--- src/rtl/mem_access_ctrl.sv ---
// Load/store access controller: latches one request, drives a single memory transaction and returns the extender's result.
// Optional MEM_ALIGN_CHECK_EN: misaligned lh/lhu/sh/lw/sw complete at once with resp_err=1 and no memory access.
module mem_access_ctrl (
    input  logic        clk,
    input  logic        rst_n,
    input  logic        req_valid,
    output logic        req_ready,
    input  logic [3:0]  req_op,
    input  logic [31:0] req_addr,
    input  logic [31:0] req_wdata,
    input  logic [31:0] req_rt,
    output logic        resp_valid,
    output logic [31:0] resp_data,
    output logic        resp_err,
    output logic [31:0] Address,
    output logic        MemRead,
    output logic        MemWrite,
    output logic [31:0] Write_data,
    output logic [3:0]  Write_strb,
    input  logic        Mem_Req_Ready,
    input  logic [31:0] Read_data,
    input  logic        Read_data_Valid,
    output logic        Read_data_Ready,
    output logic [12:0] ext_ctrl,
    output logic [1:0]  ext_ea,
    output logic [31:0] ext_reg,
    output logic [31:0] ext_mem,
    input  logic [31:0] ext_data,
    input  logic [3:0]  ext_strb
);
    typedef enum logic [1:0] {IDLE, REQ, RESP, DONE} state_t;

    state_t      state_q, state_d;
    logic [3:0]  op_q, op_d;
    logic [31:0] addr_q, addr_d;
    logic [31:0] wdata_q, wdata_d;
    logic [31:0] rt_q, rt_d;
    logic        req_ready_q, req_ready_d;
    logic        mem_read_q, mem_read_d;
    logic        mem_write_q, mem_write_d;
    logic        rd_ready_q, rd_ready_d;
    logic        resp_valid_q, resp_valid_d;
    logic        resp_err_q, resp_err_d;
    logic [31:0] resp_data_q, resp_data_d;
    logic        req_legal;
    logic        req_misaligned;
    logic        op_legal_q;

    function automatic logic op_is_legal(input logic [3:0] op);
        return !((op == 4'd7) || (op > 4'd12));
    endfunction

    assign req_legal  = op_is_legal(req_op);
    assign op_legal_q = op_is_legal(op_q);

`ifdef MEM_ALIGN_CHECK_EN
    assign req_misaligned = (((req_op == 4'd1) || (req_op == 4'd4) || (req_op == 4'd9)) && req_addr[0])
                         || (((req_op == 4'd2) || (req_op == 4'd10)) && (req_addr[1:0] != 2'b00));
`else
    assign req_misaligned = 1'b0;
`endif

    always_comb begin
        state_d      = state_q;
        op_d         = op_q;
        addr_d       = addr_q;
        wdata_d      = wdata_q;
        rt_d         = rt_q;
        req_ready_d  = req_ready_q;
        mem_read_d   = mem_read_q;
        mem_write_d  = mem_write_q;
        rd_ready_d   = rd_ready_q;
        resp_valid_d = resp_valid_q;
        resp_err_d   = resp_err_q;
        resp_data_d  = resp_data_q;
        case (state_q)
            IDLE: begin
                if (req_valid) begin
                    op_d        = req_op;
                    addr_d      = req_addr;
                    wdata_d     = req_wdata;
                    rt_d        = req_rt;
                    req_ready_d = 1'b0;
                    if (req_legal && !req_misaligned) begin
                        state_d     = REQ;
                        mem_read_d  = !req_op[3];
                        mem_write_d = req_op[3];
                    end else begin
                        // Illegal or misaligned: complete immediately without touching memory
                        state_d      = DONE;
                        resp_valid_d = 1'b1;
                        resp_err_d   = req_misaligned;
                        resp_data_d  = 32'h0;
                    end
                end
            end
            REQ: begin
                if (Mem_Req_Ready) begin
                    mem_read_d  = 1'b0;
                    mem_write_d = 1'b0;
                    if (op_q[3]) begin
                        state_d      = DONE;
                        resp_valid_d = 1'b1;
                        resp_err_d   = 1'b0;
                        resp_data_d  = 32'h0;
                    end else begin
                        state_d    = RESP;
                        rd_ready_d = 1'b1;
                    end
                end
            end
            RESP: begin
                if (Read_data_Valid) begin
                    state_d      = DONE;
                    rd_ready_d   = 1'b0;
                    resp_valid_d = 1'b1;
                    resp_err_d   = 1'b0;
                    resp_data_d  = ext_data;
                end
            end
            default: begin
                state_d      = IDLE;
                resp_valid_d = 1'b0;
                req_ready_d  = 1'b1;
                mem_read_d   = 1'b0;
                mem_write_d  = 1'b0;
                rd_ready_d   = 1'b0;
            end
        endcase
    end

    always_ff @(posedge clk or negedge rst_n) begin
        if (!rst_n) begin
            state_q      <= IDLE;
            op_q         <= 4'h0;
            addr_q       <= 32'h0;
            wdata_q      <= 32'h0;
            rt_q         <= 32'h0;
            req_ready_q  <= 1'b1;
            mem_read_q   <= 1'b0;
            mem_write_q  <= 1'b0;
            rd_ready_q   <= 1'b0;
            resp_valid_q <= 1'b0;
            resp_err_q   <= 1'b0;
            resp_data_q  <= 32'h0;
        end else begin
            state_q      <= state_d;
            op_q         <= op_d;
            addr_q       <= addr_d;
            wdata_q      <= wdata_d;
            rt_q         <= rt_d;
            req_ready_q  <= req_ready_d;
            mem_read_q   <= mem_read_d;
            mem_write_q  <= mem_write_d;
            rd_ready_q   <= rd_ready_d;
            resp_valid_q <= resp_valid_d;
            resp_err_q   <= resp_err_d;
            resp_data_q  <= resp_data_d;
        end
    end

    // Extender control is one-hot on the latched opcode value; illegal opcodes select nothing
    for (genvar gi = 0; gi < 13; gi++) begin : g_ext_ctrl
        assign ext_ctrl[gi] = op_legal_q && (op_q == 4'(gi));
    end

    assign ext_ea          = addr_q[1:0];
    assign ext_reg         = op_q[3] ? wdata_q : rt_q;
    assign ext_mem         = Read_data;
    assign req_ready       = req_ready_q;
    assign resp_valid      = resp_valid_q;
    assign resp_data       = resp_data_q;
    assign resp_err        = resp_err_q;
    assign Address         = {addr_q[31:2], 2'b00};
    assign MemRead         = mem_read_q;
    assign MemWrite        = mem_write_q;
    assign Write_data      = mem_write_q ? ext_data : 32'h0;
    assign Write_strb      = mem_write_q ? ext_strb : 4'h0;
    assign Read_data_Ready = rd_ready_q;
endmodule

--- config.mk ---
export PLATFORM = sky130hd
export DESIGN_NAME = mem_access_ctrl
export DESIGN_NICKNAME = d
export VERILOG_FILES = /design/src/rtl/mem_access_ctrl.sv
export SDC_FILE = /design/constraint.sdc
export NUM_CORES = 1
export LEC_CHECK = 0
export ABC_AREA = 1
export BUFFER_PORTS_ARGS = -buffer_cell sky130_fd_sc_hd__buf_2
export CORE_AREA = 2 2 156 158
export DETAILED_ROUTE_END_ITERATION = 7
export DIE_AREA = 0 0 158 160
export PLACE_DENSITY = 0.57
export SLEW_MARGIN = 20
export SYNTH_ARGS = -nofsm -noshare
export SYNTH_HDL_FRONTEND = slang
export SYNTH_SLANG_ARGS = --single-unit
--- constraint.sdc ---
create_clock -name clk -period 3.49 [get_ports clk]
set_input_delay 0.349 -clock clk [delete_from_list [all_inputs] [get_ports clk]]
set_output_delay 0.349 -clock clk [all_outputs]
set_load 0.005 [all_outputs]
==> impl_metrics.tcl, run 1 <==
set metrics [dict create \
    status "complete, no violations" \
    final_util_pct 37.96 \
    fin_ws_ps 1238 \
    antenna_found_initial 4 \
    synth-seq-area-share_pct 49.81 \
    instances_no_fill 1308 \
    numCtsBuffers 17 \
    cpMaxStageDelayCell "nand3_4" \
    startpoint_type "register" \
    clock.fmax_ghz 0.4440 \
    finalHoldViolCount 0 \
    synthToLayoutAreaGrowth_pct 29.43 \
    clock_sinks 139 \
    gp_congestion 0.7817 \
    totalPowerFinal_mw 7.953 \
    crit_path_max_fanout 35 \
    routed_wire_length_per_instance_um 14.33 \
    initial_core_util_pct 29.33 \
    critPathRequiredTime_ps 3790 \
    clockRootBuffer "clkbuf_16" \
    finalWirelength_mm 18.74 \
    multi_input_area_mm2 0.002699 \
    drc 0 \
    pre_cts_slack_ps 1187 \
    fin_nets 1148 \
    yosysWarnings 0 \
    fill_cells 2469 \
    worst_skew_pair.late_latency_ps 410 \
    regArea_mm2 0.003481 \
    drive_gt1_share_pct 44.08 \
    rsz0062_at_grt "false" \
    dieArea_mm2 0.02528 \
    critPathCaptureType "register" \
    cts_tree "yes" \
    synth-seq-cells 139 \
    drv_cap 0 \
    synthCells 725 \
    cp.arrival_ps 2550 \
    syn_area_mm2 0.006985 \
    setup-tns-final_ps 0 \
    grt_max_degree 81 \
    p_per_area_mw_per_mm2 879.6 \
    path_buf_inv 1 \
    hold_buffers 1 \
    synth_cell_types 24 \
    worst_slew_pin_slew_ps 719.0 \
    die_w_um 158 \
    critical-path-max-stage-delay_ps 420 \
    hpwl_mm 13.36 \
    finalClockSkew_ps 7.235 \
    die_y_um 160 \
    io_pins 358 \
    port_buffers 289 \
    drt_iter0_markers 229 \
    htreeDepth 4 \
    grt_use_total_pct 14.65 \
    cts_max_path_buffers 2 \
    worstSetupPathType "reg2reg" \
    slew_headroom_pct 51.90 \
    setup_viol_count_final 0 \
    via_count 5507 \
    crit_chain "inv_1 > ha_1 > nand2_2 > nand3_4 > nor2_8 > nand3_4 > nand2_1 > nand2_1" \
    critPathTopFamily "simple AND/OR/NAND/NOR gates" \
    grt_pass1_wl_mm 28.85 \
    min_period_ps 2252 \
    vdd_drop_max_v 0.0002781 \
    placementRows 57 \
    leakage_nw 5.413 \
    postCtsSetupBuffers 0 \
    first_pass_iters 7 \
    hold_path.class "in2reg" \
    syn-mean-instance-area_um2 9.635 \
    ant_nets 0 \
    cts.clk_slew.worst_paths_ps 60 \
    slew_viol_final 0 \
    core_area_mm2 0.02382 \
    viasPerCell 4.210 \
    cts_resized 0 \
    grt_pass1_vias 5394 \
    grt_overflow_total 0 \
    period_share_pct 64.53 \
    place_inst 1274 \
]
==> final timing paths <==
path / endpoint / startpoint / depth (start not counted) / slack [ps]
max in group asynchronous: resp_data[7] / rst_n / 3 / 2170
worst max-delay path: resp_data[22] / state_q[0] / 8 / 1240
min in group asynchronous: wdata_q[20] / rst_n / 2 / 490
worst max register to register: resp_data[22] / state_q[0] / 8 / 1240
worst min register to register: resp_valid / resp_valid / 2 / 470
worst min-delay path: addr_q[9] / req_addr[9] / 2 / 160
==> sequential cells by signal, indices dropped and copies added (netlist names) <==
signal	flops
rt_q	32
wdata_q	32
resp_valid	1
req_ready	1
state_q	2
Read_data_Ready	1
resp_data	32
MemRead	1
op_q	4
MemWrite	1
addr_q	32
==> synthesized netlist by cell type <==
cell,n,share of area [%]
nand2_1,249,13
dfrtp_1,138,49
inv_1,81,4.4
mux2_2,55,8.9
buf_4,40,4.3
mux2_4,40,8.6
nand4_1,33,3.0
buf_2,16,1.1
nor2_1,15,0.81
o21ai_0,11,0.79
clkbuf_1,10,0.54
buf_6,8,1.3
ha_1,5,0.90
nand2_2,5,0.45
a21oi_1,4,0.29
nand3_1,3,0.21
nor3_1,3,0.21
inv_2,2,0.11
nand3_4,2,0.50
a21o_1,1,0.11
buf_1,1,0.054
conb_1,1,0.054
dfstp_2,1,0.38
nor2_8,1,0.29
==> cells in the final DEF, fill, tap and decap left out, types with 3 or more instances in the layout <==
master,n
clkinvlp_4,3
conb_1,4
o21ai_0,11
nand2_2,4
bufinv_16,3
mux2_4,40
a21oi_1,4
mux2_2,55
nand4_1,33
nand3_1,3
dfrtp_1,137
clkbuf_16,17
nand2_1,249
diode_2,4
buf_4,6
ha_1,5
buf_2,288
nor3_1,3
inv_1,81
nor2_1,15
==> power breakdown <==
group	total (mW)	leakage, nW	internal [mW]	switching (mW)
registers	2.73	1.69	2.33	0.401
clock network	1.84	0.278	1.14	0.706
logic	3.38	3.44	1.63	1.75
total	7.95	5.41	5.10	2.86
==> layout make-up <==
| cell class | instances | area share, % |
|---|---|---|
| Sequential cell | 139 | 38.50 |
| Inverter | 83 | 3.446 |
| Antenna cell | 4 | 0.1107 |
| Clock inverter | 10 | 1.591 |
| Multi-Input combinational cell | 431 | 29.85 |
| Timing Repair Buffer | 298 | 17.12 |
| Clock buffer | 19 | 4.899 |
| Tap cell | 324 | 4.484 |
==> cells by family after synthesis <==
kind of cell    count (synthesis)  synth area share (%)
simple gates                  311                 18.81
buf+inv                       158                 11.79
flops                         139                 49.81
mux                            95                 17.46
compound gates                 16                 1.182
fa+ha+maj                       5                0.8956
other cells                     1               0.05368
==> metrics by stage <==
| stage | instance area, um^2 | hold slack, ps |
|---|---|---|
| floorplan | 6997 | 53.41 |
| global placement | 8433 | 374.3 |
| detailed placement | 8434 | 377.6 |
| CTS | 9031 | 136.1 |
| global route | 9036 | 143.8 |
| finish | 9041 | 161.4 |
==> metal layers <==
layer / part of all wire, % / track usage (%)
met5: 0.069 / 0
met1: 43 / 18.47
met4: 2.5 / 4.873
met3: 7.7 / 4.722
met2: 47 / 23.70
==> worst register-to-register path, stage by stage, from the launching register on <==
cell	delay, ps
dfrtp_1	400
inv_1	90
ha_1	330
nand2_2	150
nand3_4	100
nor2_8	390
nand3_4	450
nand2_1	190
nand2_1	60
Note: power is estimated with default switching activity, not from simulation.
==> inputs of run 2 (changes only) <==
Settings changed: PLACE_DENSITY 0.57 to 0.59.
Clock period 3.49 ns to 2 ns, I/O delays scaled along.
==> impl_metrics.tcl, run 2 (synthesis results as in run 1) <==
set metrics [dict create \
    hold_path.class "in2reg" \
    drive_gt1_share_pct 41.97 \
    io_pins 358 \
    min_period_ps 1859 \
    rsz0062_at_grt "false" \
    leakage_nw 5.775 \
    power.share.clock_pct 23.3 \
    fin_ws_ps 140.6 \
    placementRows 57 \
    grt_pass1_vias 5855 \
    totalPowerFinal_mw 14.49 \
    first_pass_iters 4 \
    status "complete, no violations" \
    startpoint_type "register" \
    worst_slew_pin_slew_ps 555.8 \
    crit_path_max_fanout 13 \
    drc 0 \
    finalClockSkew_ps 10.46 \
    instances_no_fill 1384 \
    clockRootBuffer "clkbuf_16" \
    numCtsBuffers 17 \
    regToRegStartpoint "state_q[1]" \
    combPwrFrac_pct 44.2 \
    synthToLayoutAreaGrowth_pct 41.23 \
    clock.fmax_ghz 0.5378 \
    initial_core_util_pct 29.33 \
    hpwl_mm 13.66 \
    vdd_drop_max_v 0.0005600 \
    die_w_um 158 \
    postCtsSetupBuffers 0 \
    power_frac_seq_pct 32.5 \
    netSwitchingFraction_pct 36.58 \
    finalWirelength_mm 19.60 \
    viasPerCell 4.251 \
    port_buffers 289 \
    htreeDepth 4 \
    gp_congestion 0.8123 \
    finalHoldViolCount 0 \
    cp.arrival_ps 2160 \
    fin_nets 1223 \
    antenna_found_initial 5 \
    routed_wire_length_per_instance_um 14.16 \
    grt_overflow_total 0 \
    setup_viol_count_final 0 \
    slew_headroom_pct 62.94 \
    drv_cap 0 \
    clock_sinks 139 \
    cts_tree "yes" \
    setup-tns-final_ps 0 \
    cp-startpoint "state_q[1]" \
    grt_max_degree 55 \
    internal-power_mw 9.191 \
    critPathRequiredTime_ps 2300 \
    worst_skew_pair.late_latency_ps 420 \
    whs_path_depth 2 \
    period_share_pct 92.97 \
    die_y_um 160 \
    final_common_cell "buf_2" \
    reg2reg_to "wdata_q[21]" \
    critPathCaptureType "register" \
    grt_pass1_wl_mm 29.94 \
    p_per_area_mw_per_mm2 1469 \
    reg2reg_depth 5 \
    power.net_switching_mw 5.301 \
    final_cell_mix "buf_2, nand2_1, dfrtp_1, inv_1, dlygate4sd3_1" \
    ant_nets 0 \
    place_inst 1283 \
    core_area_mm2 0.02382 \
    drt_iter0_markers 231 \
    worstSetupPathType "reg2reg" \
    pre_cts_slack_ps 78.53 \
    via_count 5883 \
    r2r_slack_ps 140 \
    grt_use_total_pct 15.26 \
    slew_viol_final 0 \
    dieArea_mm2 0.02528 \
    worstSetupEndpoint "wdata_q[21]" \
    cts_max_path_buffers 2 \
    cts.clk_slew.worst_paths_ps 60 \
]
[run 2: changes by cell type in the layout (fill, tap and decap cells not counted), moves of 2 or more]
cell,before,now
inv_6,2,4
clkinvlp_4,3,1
inv_8,0,2
buf_12,2,5
diode_2,4,2
dlygate4sd3_1,1,66
buf_4,6,10
clkinv_4,1,3
[run 2: worst min path at each step]
stage | from | end | slack (ps)
floorplan | rst_n | MemRead | -100
global placement | rst_n | wdata_q[16] | 200
detailed placement | rst_n | wdata_q[31] | 210
CTS | req_rt[28] | rt_q[28] | 0.2
global route | req_addr[3] | addr_q[3] | 3
finish | req_addr[20] | addr_q[20] | 20
[run 2: critical path, cell delays in order, from the launching register on]
cell and delay (ps):
dfrtp_1 420, inv_1 110, ha_1 440, nand2_8 210, buf_4 250, mux2_4 310
[run 2: per-stage QoR]
step                cell area (um^2)  utilization (%)  hold slack, ps
floorplan                       6997                -          -95.59
global placement                8547            35.88           204.4
detailed placement              8547            35.88           211.2
CTS                             9832            41.28          0.1877
global route                    9861            41.40           3.492
finish                          9866            41.42           22.45
[run 2: cell type report]
| type | instances | area, um^2 |
|---|---|---|
| Fill cell | 2391 | 13950 |
| Sequential cell | 139 | 3480 |
| Multi-Input combinational cell | 432 | 2725 |
| Timing Repair Buffer | 372 | 2315 |
| Clock buffer | 19 | 442.9 |
| Tap cell | 324 | 405.4 |
| Inverter | 83 | 311.5 |
| Clock inverter | 13 | 181.4 |
| Antenna cell | 2 | 5.005 |
[run 2: timing repair]
item	4_1_cts	5_1_grt
setup endpoints to repair	0	33
hold endpoints to repair	115	0
gates resized for setup	0	4
hold buffers	66	0
[run 2: layer usage]
metal	GRT usage [%]	up-vias	routed length [um]
met3	5.292	39	1510
met4	5.283	6	367
met5	0	-	38
met2	26.17	195	9465
met1	17.60	2761	8216
li1	-	2882	-
[run 2: power by group through the flow]
stage | Combinational [mW] | Sequential (mW) | Clock (mW)
floorplan | 4.15 | 4.66 | 0
detailed placement | 6.28 | 4.74 | 0
finish | 6.41 | 4.71 | 3.38
CTS | 6.40 | 4.71 | 3.49
global route | 7.12 | 4.85 | 3.60
global placement | 6.20 | 4.72 | 0
